File: config.mk
export PLATFORM = sky130hd
export DESIGN_NAME = sha3_digest_squeeze
export DESIGN_NICKNAME = d
export VERILOG_FILES = /design/src/rtl/sha3_pkg.sv /design/src/rtl/sha3_digest_fifo2.sv /design/src/rtl/sha3_digest_squeeze.sv
export SDC_FILE = /design/constraint.sdc
export NUM_CORES = 1
export LEC_CHECK = 0
export BUFFER_PORTS_ARGS = -buffer_cell sky130_fd_sc_hd__clkbuf_2
export CAP_MARGIN = 10
export CORE_AREA = 10 10 651 653
export DETAILED_ROUTE_END_ITERATION = 10
export DIE_AREA = 0 0 661 663
export PLACE_DENSITY = 0.34
export SLEW_MARGIN = 10
export SYNTH_ARGS = -nofsm -noshare
export SYNTH_HDL_FRONTEND = slang
export SYNTH_SLANG_ARGS = --single-unit
export TNS_END_PERCENT = 20
File: constraint.sdc
create_clock -name clk -period 24.7 [get_ports clk]
set_clock_uncertainty 0.05 [all_clocks]
set_input_delay 0 -clock clk [delete_from_list [all_inputs] [get_ports clk]]
set_output_delay 0 -clock clk [all_outputs]
set_load 0.1 [all_outputs]
File: src/rtl/sha3_pkg.sv
// Shared Keccak/SHA-3 types and constants for the permutation datapath.
// Lane width, state width, tag width and the byte-reversal helper.
package sha3_pkg;

    localparam int LANE_W    = 64;
    localparam int STATE_W   = 1600;
    localparam int TAG_W     = 8;
    localparam int NUM_LANES = 25;

    typedef logic [LANE_W-1:0]  lane_t;
    typedef logic [STATE_W-1:0] state_t;
    typedef logic [TAG_W-1:0]   tag_t;

    // Reverses byte order within one lane (big-endian digest view).
    function automatic lane_t byte_rev(input lane_t x);
        lane_t r;
        for (int i = 0; i < LANE_W / 8; i++) begin
            r[8*i +: 8] = x[8*(LANE_W/8-1-i) +: 8];
        end
        return r;
    endfunction

endpackage

File: src/rtl/sha3_digest_fifo2.sv
// Two-entry store of {tag, digest lanes}; exposes head and the entry behind it.
// The caller guarantees push only when there is room (or a pop happens).
module sha3_digest_fifo2
    import sha3_pkg::*;
#(
    parameter int DIGEST_WORDS = 4
) (
    input  logic                     clk,
    input  logic                     reset,
    input  logic                     push,
    input  logic                     pop,
    input  tag_t                     wr_tag,
    input  lane_t [DIGEST_WORDS-1:0] wr_lanes,
    output tag_t                     head_tag,
    output lane_t [DIGEST_WORDS-1:0] head_lanes,
    output tag_t                     next_tag,
    output lane_t [DIGEST_WORDS-1:0] next_lanes,
    output logic                     full,
    output logic                     empty
);

    tag_t                     mem_tag   [2];
    lane_t [DIGEST_WORDS-1:0] mem_lanes [2];

    logic       wp;
    logic       rp;
    logic [1:0] cnt;

    always_ff @(posedge clk) begin
        if (reset) begin
            wp  <= 1'b0;
            rp  <= 1'b0;
            cnt <= 2'd0;
        end else begin
            if (push) begin
                wp <= ~wp;
            end
            if (pop) begin
                rp <= ~rp;
            end
            cnt <= cnt + {1'b0, push} - {1'b0, pop};
        end
    end

    // When full, wp == rp: a same-cycle push reuses the slot being popped.
    always_ff @(posedge clk) begin
        if (push) begin
            mem_tag[wp]   <= wr_tag;
            mem_lanes[wp] <= wr_lanes;
        end
    end

    assign head_tag   = mem_tag[rp];
    assign head_lanes = mem_lanes[rp];
    assign next_tag   = mem_tag[~rp];
    assign next_lanes = mem_lanes[~rp];
    assign full       = (cnt == 2'd2);
    assign empty      = (cnt == 2'd0);

endmodule

File: src/rtl/sha3_digest_squeeze.sv
// Catches finished Keccak states and serialises digest lanes on push/stop.
// Build option SHA3_SQUEEZE_BYTESWAP_EN: present each lane byte-reversed.
module sha3_digest_squeeze
    import sha3_pkg::*;
#(
    parameter int DIGEST_WORDS = 4
) (
    input  logic        clk,
    input  logic        reset,
    input  logic        pushin,
    input  state_t      din,
    input  tag_t        tagin,
    input  logic        stopin,
    output logic        pushout,
    output lane_t       dout,
    output tag_t        tagout,
    output logic [2:0]  dixout,
    output logic        lastout,
    output logic        overflow
);

    localparam logic [0:0] S_IDLE = 1'b0;
    localparam logic [0:0] S_SEND = 1'b1;
    localparam logic [2:0] LAST_IDX = 3'(DIGEST_WORDS - 1);

    logic [0:0] state;
    logic [2:0] idx;
    logic [2:0] idx_n;

    lane_t [DIGEST_WORDS-1:0] cap_lanes;
    tag_t                     head_tag;
    lane_t [DIGEST_WORDS-1:0] head_lanes;
    tag_t                     next_tag;
    lane_t [DIGEST_WORDS-1:0] next_lanes;
    logic                     full;
    logic                     empty;

    logic  accept;
    logic  last_word;
    logic  pop;
    logic  push_ok;
    logic  drop;
    logic  busy_n;
    tag_t  nh_tag;
    lane_t [DIGEST_WORDS-1:0] nh_lanes;
    lane_t sel_lane;
    lane_t sel_fmt;
    logic  unused_hi;

    always_comb begin
        cap_lanes = '0;
        for (int i = 0; i < DIGEST_WORDS; i++) begin
            cap_lanes[i] = din[LANE_W*i +: LANE_W];
        end
    end

    assign unused_hi = ^din[STATE_W-1:LANE_W*DIGEST_WORDS];

    assign accept    = (state == S_SEND) && !stopin;
    assign last_word = (idx == LAST_IDX);
    assign pop       = accept && last_word;
    assign push_ok   = pushin && (!full || pop);
    assign drop      = pushin && full && !pop;
    assign busy_n    = push_ok || full || (!empty && !pop);

    always_comb begin
        idx_n = idx;
        if (accept) begin
            idx_n = last_word ? 3'd0 : idx + 3'd1;
        end
    end

    // Head as it will stand after this edge, so outputs load in one step.
    always_comb begin
        nh_tag   = head_tag;
        nh_lanes = head_lanes;
        if (pop) begin
            if (full) begin
                nh_tag   = next_tag;
                nh_lanes = next_lanes;
            end else begin
                nh_tag   = tagin;
                nh_lanes = cap_lanes;
            end
        end else if (empty) begin
            nh_tag   = tagin;
            nh_lanes = cap_lanes;
        end
    end

    always_comb begin
        sel_lane = '0;
        for (int i = 0; i < DIGEST_WORDS; i++) begin
            if (idx_n == 3'(i)) begin
                sel_lane = nh_lanes[i];
            end
        end
    end

`ifdef SHA3_SQUEEZE_BYTESWAP_EN
    assign sel_fmt = byte_rev(sel_lane);
`else
    assign sel_fmt = sel_lane;
`endif

    sha3_digest_fifo2 #(
        .DIGEST_WORDS(DIGEST_WORDS)
    ) u_fifo (
        .clk        (clk),
        .reset      (reset),
        .push       (push_ok),
        .pop        (pop),
        .wr_tag     (tagin),
        .wr_lanes   (cap_lanes),
        .head_tag   (head_tag),
        .head_lanes (head_lanes),
        .next_tag   (next_tag),
        .next_lanes (next_lanes),
        .full       (full),
        .empty      (empty)
    );

    always_ff @(posedge clk) begin
        if (reset) begin
            state    <= S_IDLE;
            idx      <= 3'd0;
            overflow <= 1'b0;
            dout     <= '0;
            tagout   <= '0;
            dixout   <= 3'd0;
            lastout  <= 1'b0;
        end else begin
            state    <= busy_n ? S_SEND : S_IDLE;
            idx      <= idx_n;
            overflow <= overflow | drop;
            if (busy_n) begin
                dout    <= sel_fmt;
                tagout  <= nh_tag;
                dixout  <= idx_n;
                lastout <= (idx_n == LAST_IDX);
            end
        end
    end

    assign pushout = (state == S_SEND);

endmodule

# == Yosys cells after proc, flatten, opt, wreduce, memory -nomap -nowiden ==
# Memory sizes are Yosys's and may differ from the RTL's. A register that Yosys moved wholly into a read port is not among the register bits.
# Index checks and enable logic that the tools add are counted.
# classes
n_addsub,3
eq_ne,5
muxes,19
bitwise_logic,3
n_reduce_logical,15
# op_table
operator,n
256-bit two-way mux,3
64-bit two-way mux,4
8-bit two-way mux,3
"3-bit by 2-bit equality test with 1-bit output, second input constant",3
1-bit two-way mux,7
1-bit logical AND,6
3-bit two-way mux,2
1-bit logical NOT,4
"3-bit by 1-bit adder with 3-bit output, second input constant",1
"3-bit by 1-bit equality test with 1-bit output, second input constant",1
3-bit logical NOT,1
1-bit logical OR,3
2-bit by 1-bit adder with 2-bit output,1
"2-bit equality test, second input constant",1
2-bit logical NOT,1
1-bit NOT,2
2-bit by 1-bit subtractor with 2-bit output,1
1-bit bitwise OR,1
# word_totals
regBits,85
mem_bits_rw,528
output_inout_bits,78
elab_cells,57
memories,2
# memory_table
name,words,word_bits,rd,rd_clocked_by_memory_dff,write_ports,line_no,rtl
u_fifo.mem_lanes,2,256,2,1,1,sha3_digest_fifo2.sv:23,lane_t [DIGEST_WORDS-1:0] mem_lanes [2];
u_fifo.mem_tag,2,8,2,1,1,sha3_digest_fifo2.sv:22,tag_t mem_tag [2];

# == Depth between registers and ports, before layout ==
# Gate-level depths: netlist (run 1).
# depth
word_depth,8
depth_mapped,13

# == Modules after synthesis ==
# From an unflattened synthesis (run 1), not the netlist that was laid out.
# hier_totals
hier_cells,2533
area_unflattened_um2,33420.8
# modules_own_cells
mod,n_inst,cells_each,area_per_inst_um2
sha3_digest_fifo2,1,1135,22655.5
sha3_digest_squeeze,1,1398,10765.3

# == Least setup slack after synthesis (run 1) ==
# No wires, ideal clock.
# synth_timing
path_kind,register to register
startpoint,reg state (netlist: pushout)
endpoint,"mem u_fifo.mem_lanes[0][0] (netlist bit), enable pin"
setup_ns,0.893
arrival_time_ns,13.028
slack_ns,10.729
stages_incl_launch_ff,9
synth_period_minus_slack_ns,13.971
path_cell_list,dfxtp_1 > nand4bb_4 > buf_6 > buf_2 > buf_2 > buf_2 > nand2_1 > nand2_1 > nor2_1
# synth_between
elab_chain_len,6
# synth_lines
item,line_no,rtl
from (decl),sha3_digest_squeeze.sv:26,logic [0:0] state;
from (signal assigned),sha3_digest_squeeze.sv:133,state <= busy_n ? S_SEND : S_IDLE;
1-bit logical AND,sha3_digest_squeeze.sv:59,assign accept = (state == S_SEND) && !stopin;
1-bit logical AND,sha3_digest_squeeze.sv:61,assign pop = accept && last_word;
1-bit logical OR,sha3_digest_squeeze.sv:62,assign push_ok = pushin && (!full || pop);
1-bit logical AND,sha3_digest_squeeze.sv:62,
1-bit two-way mux,sha3_digest_fifo2.sv:47,if (push) begin
1-bit two-way mux (not written as such),sha3_digest_fifo2.sv:49,mem_lanes[wp] <= wr_lanes;
to (decl),sha3_digest_fifo2.sv:23,
# Every way passes these cells.

# == Final worst setup path (run 1) ==
# layout_timing
startpoint,reg idx[0]
endpoint,reg dout[24]
# layout_between
elab_chain_len,8
elab_cells_between_ends,20
classes_between,add/sub: 1; eq/ne: 4; mux: 7; reduce/logical: 8
# layout_lines
item,line_no,rtl
from (decl),sha3_digest_squeeze.sv:27,logic [2:0] idx;
from (signal assigned),sha3_digest_squeeze.sv:134,idx <= idx_n;
3-bit by 1-bit adder with 3-bit output or 3-bit by 2-bit equality test with 1-bit output (tied branches),"sha3_digest_squeeze.sv:69, sha3_digest_squeeze.sv:60",
3-bit two-way mux,sha3_digest_squeeze.sv:69,idx_n = last_word ? 3'd0 : idx + 3'd1;
3-bit two-way mux,sha3_digest_squeeze.sv:68,if (accept) begin
3-bit logical NOT,sha3_digest_squeeze.sv:94,if (idx_n == 3'(i)) begin
64-bit two-way mux (4 in series),sha3_digest_squeeze.sv:94,
to (signal assigned),sha3_digest_squeeze.sv:137,dout <= sel_fmt;
to (decl),sha3_digest_squeeze.sv:15,"output lane_t dout,"
# Several ways; a longest one is shown, not always the timed one.
# A chain may end at the register's enable or synchronous reset.

==> reports/qor.csv, run 1 <==
metric,value,unit
fp.dieArea,438000,sq um
placed_area,37700,sq um
post_cts_buffers,0,
numCtsBuffers,83,
ys_seq_elements,614,
root_buffer,clkbuf_16,
port_buffers,345,
area_delta_synth_final,50.2,%
rsz0062_at_grt,no,
synth_cells,2482,
synth_nets,4097,
yosysSeqAreaShare,59.4,%
via_count,24900,
power_density,74.2,nW/um^2
nNetsFinal,4723,
path_clk_slew,0.06,ns
mostFrequentLayoutCells,"edfxtp_1, dlygate4sd3_1, clkbuf_2",
final_area,44500,sq um
globalplace.congestion,0.711,
peakVddDrop,0.0532,mV
route.detailed.drc,0,
yosys_warnings,0,
cts_sinks,614,
yosys.cell_types.count,58,
io_pins,1690,
start_kind,flop,
required,25.20,ns
hold_viol_final,0,
cts.htree.levels,3,
power,3300,uW
start_util,7.20,%
ys_async_sr_fraction,0,%
first_pass_iters,7,
path_class,reg -> reg,
finalCriticalPeriod,4.42,ns
cp-end-kind,flop,
grt_max_degree,151,
initialDrtViolationCount,1699,
syn_area,29600,sq um
final_common_cell,edfxtp_1,
dieHeight,663,um
final-setup-viol-count,0,
cts_tree,done,
grt_usage,7.03,%
fp-row-count,236,
synthFlopType,edfxtp_1,
first_global_vias,25300,
wl_per_cell,18.5,um
drive_gt1_share,17.7,%
fmaxAchievable,226,MHz
routed_via_density,2.86,
cp.arrival,4.92,ns
grt_pass1_wl,218,mm
ant_nets,0,
die_width,661,um
worst_pin_slew,1.17,ns
overflow,0,
post-route-period-util,17.9,%
setup_ws,20.28,ns
cellLeakagePower,0.0133,uW
place_ws,20.08,ns
avgSynthCellArea,11.9,sq um
drv_slew,0,
drv_cap,0,
grt_antenna_before_repair,126,
clk_latency,0.71,ns
critPathMaxFanout,70,
slew_headroom,22.2,%
cts.path.max_buffers,3,
synth_edf_count,528,
cts_resized,0,
n_fill_cell,47000,
tns,0,ns
core-area,411000,sq um
outcome,finished clean,
postRouteWirelength,161,mm
place_hpwl,106,mm
holdWs,0.0461,ns
hp-class,in -> reg,
## synth_stat cells (all sizes together) (2+ instances only)
| library cell | n | area [sq um] |
|---|---|---|
| nor2b | 61 | 382 |
| a211oi | 113 | 848 |
| xnor2 | 2 | 17.5 |
| nand3 | 54 | 270 |
| nor2 | 274 | 1030 |
| a22o | 9 | 78.8 |
| ha | 3 | 37.5 |
| a2111oi | 48 | 420 |
| nor3b | 2 | 15.0 |
| a21oi | 31 | 159 |
| a311o | 56 | 561 |
| o21bai | 10 | 75.1 |
| inv | 8 | 30.0 |
| o211ai | 103 | 778 |
| and2 | 3 | 18.8 |
| xor2 | 2 | 17.5 |
| o21ai | 78 | 390 |
| edfxtp | 528 | 15900 |
| nand2 | 193 | 724 |
| o31ai | 57 | 428 |
| clkbuf | 117 | 439 |
| mux2 | 9 | 101 |
| o22ai | 18 | 113 |
| mux2i | 193 | 1960 |
| nand2b | 2 | 12.5 |
| a32o | 56 | 561 |
| a211o | 8 | 70.1 |
| a22oi | 121 | 908 |
| a31oi | 11 | 68.8 |
| a311oi | 14 | 123 |
| buf | 126 | 651 |
| a222oi | 7 | 70.1 |
| a221oi | 56 | 490 |
| nor3 | 10 | 60.1 |
| dfxtp | 86 | 1720 |
## registers in the layout, indices dropped and copies added (netlist names), named ones only
signal,flops
dixout,3
u_fifo.mem_tag,16
u_fifo.mem_lanes,512
overflow,1
lastout,1
tagout,8
u_fifo.cnt,2
u_fifo.rp,1
idx,3
pushout,1
dout,64
u_fifo.wp,1
## logic make-up (layout without fill, tap and decap cells)
family                     Yosys count  count (layout)  synth area share [%]
muxes                              202             202                  6.95
and+or+nand+nor                    607             607                  8.77
buffers and inverters              251             947                  3.78
xor gates and xnor gates             4               4                 0.118
DFF                                614             614                  59.4
other                                0              29                     0
adders and majority gates            3               3                 0.127
AOI/OAI and AO/OA                  801             801                  20.9
## area by class of cell
type | count | area (sq um) | share of cell area [%]
well taps | 5474 | 6850 | 15.4
clock buffers | 111 | 2260 | 5.09
diodes | 29 | 72.6 | 0.163
multi-input cells | 1617 | 11000 | 24.8
inverters | 8 | 40.0 | 0.0900
flip-flops and latches | 614 | 17600 | 39.5
repair buffers | 784 | 6050 | 13.6
clock inverters | 44 | 591 | 1.33
## worst paths after layout
check                                 endpoint  cells past startpoint                   start  slack [ns]
max                      dout[24]$_SDFFE_PP0P_                     10       idx[0]$_SDFF_PP0_       20.28
min reg2reg             dixout[2]$_SDFFE_PP0P_                      2  dixout[2]$_SDFFE_PP0P_        0.41
min          u_fifo.mem_lanes[0][12]$_DFFE_PP_                      2                 din[12]        0.05
max reg2reg              dout[24]$_SDFFE_PP0P_                     10       idx[0]$_SDFF_PP0_       20.28
## critical path, cell delays in order, from the launching register on
cell,delay (ns)
dfxtp_1,0.34
ha_1,0.27
nand4bb_4,0.20
inv_8,0.19
a21o_1,0.43
buf_4,0.29
nand2b_4,0.45
buf_4,0.74
o21ai_0,0.19
a2111oi_0,0.90
a211oi_1,0.18
## metrics by stage
step	std cells	util [%]
floorplan	2482	-
global placement	8111	9.16
detailed placement	8111	9.16
CTS	8652	10.8
global route	8665	10.8
finish	8681	10.8
## power by group
group          leakage [uW]  internal (uW)  switching, uW  total [uW]
clock network       0.00138            747            532        1280
registers           0.00566           1230           40.2        1270
logic               0.00622            194            552         746
## timing repair
| item | in CTS | in global routing |
|---|---|---|
| endpoints found under the hold margin | 605 | 0 |
| hold buffers | 386 | 0 |
| setup endpoints to repair | 0 | 0 |
## metal layers
metal,wire length [um],track usage (%),up-vias,share of wire (%)
met4,5380,2.39,94,3.4
met3,15000,2.72,291,9.4
met5,546,0,-,0.34
li1,-,-,11200,-
met2,70000,10.9,839,44
met1,69600,8.83,12400,43
No activity file was read; power rests on OpenSTA's default activity.
==> inputs of run 2 (changes only) <==
Settings changed: CORE_AREA 10 10 651 653 to 10 10 653 655, DIE_AREA 0 0 661 663 to 0 0 663 665.
Clock period 24.7 ns to 3.95 ns, I/O delays scaled along.
==> reports/qor.csv, run 2 (synthesis results as in run 1) <==
metric,value,unit
critPathMaxFanout,60,
overflow,0,
dieHeight,665,um
via_count,25300,
numCtsBuffers,82,
regMostFlops,u_fifo.mem_lanes,
outcome,finished clean,
drv_slew,0,
area_delta_synth_final,51.9,%
cp-end-kind,flop,
crit_start,idx[0]$_SDFF_PP0_,
clk_latency,0.70,ns
final_area,45000,sq um
globalplace.congestion,0.713,
fp-row-count,236,
grt_pass1_wl,221,mm
fp.dieArea,441000,sq um
cp.arrival,3.94,ns
drive_gt1_share,18.9,%
fin_util,10.9,%
cts_tree,done,
path_class,reg -> reg,
io_pins,1690,
cts.htree.levels,3,
reg_top3,"u_fifo.mem_lanes: 512 flops, dout: 64 flops, u_fifo.mem_tag: 16 flops",
worst_pin_slew,0.965,ns
initialDrtViolationCount,1669,
peakVddDrop,0.356,mV
timing.rr.start,idx[0]$_SDFF_PP0_,
hp-start,din[216],
die_width,663,um
place_hpwl,111,mm
cellLeakagePower,0.0135,uW
hold_viol_final,0,
start_kind,flop,
ant_nets,0,
drv_cap,0,
wl_per_cell,18.8,um
grt_max_degree,143,
hp-class,in -> reg,
postRouteWirelength,164,mm
setup_ws,0.495,ns
grt_antenna_before_repair,131,
final_common_cell,edfxtp_1,
start_util,7.18,%
fin_cells,8719,
place_inst,8155,
largest_reg_flops,512,
place_ws,0.435,ns
mostFrequentLayoutCells,"edfxtp_1, dlygate4sd3_1, clkbuf_2",
placed_area,38400,sq um
required,4.44,ns
root_buffer,clkbuf_16,
n_fill_cell,47100,
cts.path.max_buffers,3,
first_global_vias,25300,
fmaxAchievable,289,MHz
nNetsFinal,4754,
multi_input_area,11000,sq um
final-setup-viol-count,0,
routed_via_density,2.90,
finalCriticalPeriod,3.46,ns
post-route-period-util,87.5,%
path_clk_slew,0.06,ns
slew_headroom,34.0,%
first_pass_iters,5,
route.detailed.drc,0,
core-area,413000,sq um
cts_sinks,614,
power_density,454,nW/um^2
regArea,17600,sq um
grt_usage,7.08,%
rsz0062_at_grt,no,
port_buffers,345,
[run 2: worst max-delay path, stage by stage, from the launching register on]
cell and delay, ns:
dfxtp_1 0.43, ha_4 0.20, nand4bb_4 0.43, mux2i_4 0.40
buf_12 0.20, a22oi_1 0.30, o21ai_0 0.10, a2111oi_0 0.85
a211oi_1 0.17
[run 2: power breakdown]
part	switching (uW)	internal [uW]
Clock	3180	4420
Combinational	3480	1330
Sequential	277	7710
[run 2: worst paths after layout]
kind                                        end  slack, ns  cells past startpoint
max                       dout[56]$_SDFFE_PP0P_       0.49                      8
max reg2reg               dout[56]$_SDFFE_PP0P_       0.49                      8
min          u_fifo.mem_lanes[0][216]$_DFFE_PP_       0.06                      2
min reg2reg              dixout[2]$_SDFFE_PP0P_       0.41                      2
[run 2: routing by layer]
metal	up-vias	GRT usage (%)	wire (um)
met5	-	0	605
met4	104	2.21	4940
met2	829	11.1	72100
li1	11300	-	-
met1	12800	8.97	71700
met3	297	2.70	14200
[run 2: repair_timing]
item	in CTS	in global routing
setup buffers	0	0
hold endpoints to repair	631	0
hold buffers	374	0
resized for setup	0	0
[run 2: area by class of cell]
| type | count | share of cell area (%) |
|---|---|---|
| flip-flops and latches | 614 | 39.1 |
| inverters | 8 | 0.0890 |
| clock inverters | 39 | 1.02 |
| diodes | 37 | 0.206 |
| multi-input cells | 1617 | 24.6 |
| clock buffers | 114 | 5.08 |
| well taps | 5474 | 15.2 |
| repair buffers | 816 | 14.7 |
[run 2: through the flow]
stage                     hold slack, ns  setup TNS (ns)  power, uW
after global placement             0.158               0      12600
after detailed placement           0.159               0      12600
after CTS                       0.000331               0      20800
after floorplan                   0.0489         -773.67      10800
after global routing              0.0290               0      21300
final                             0.0619               0      20400
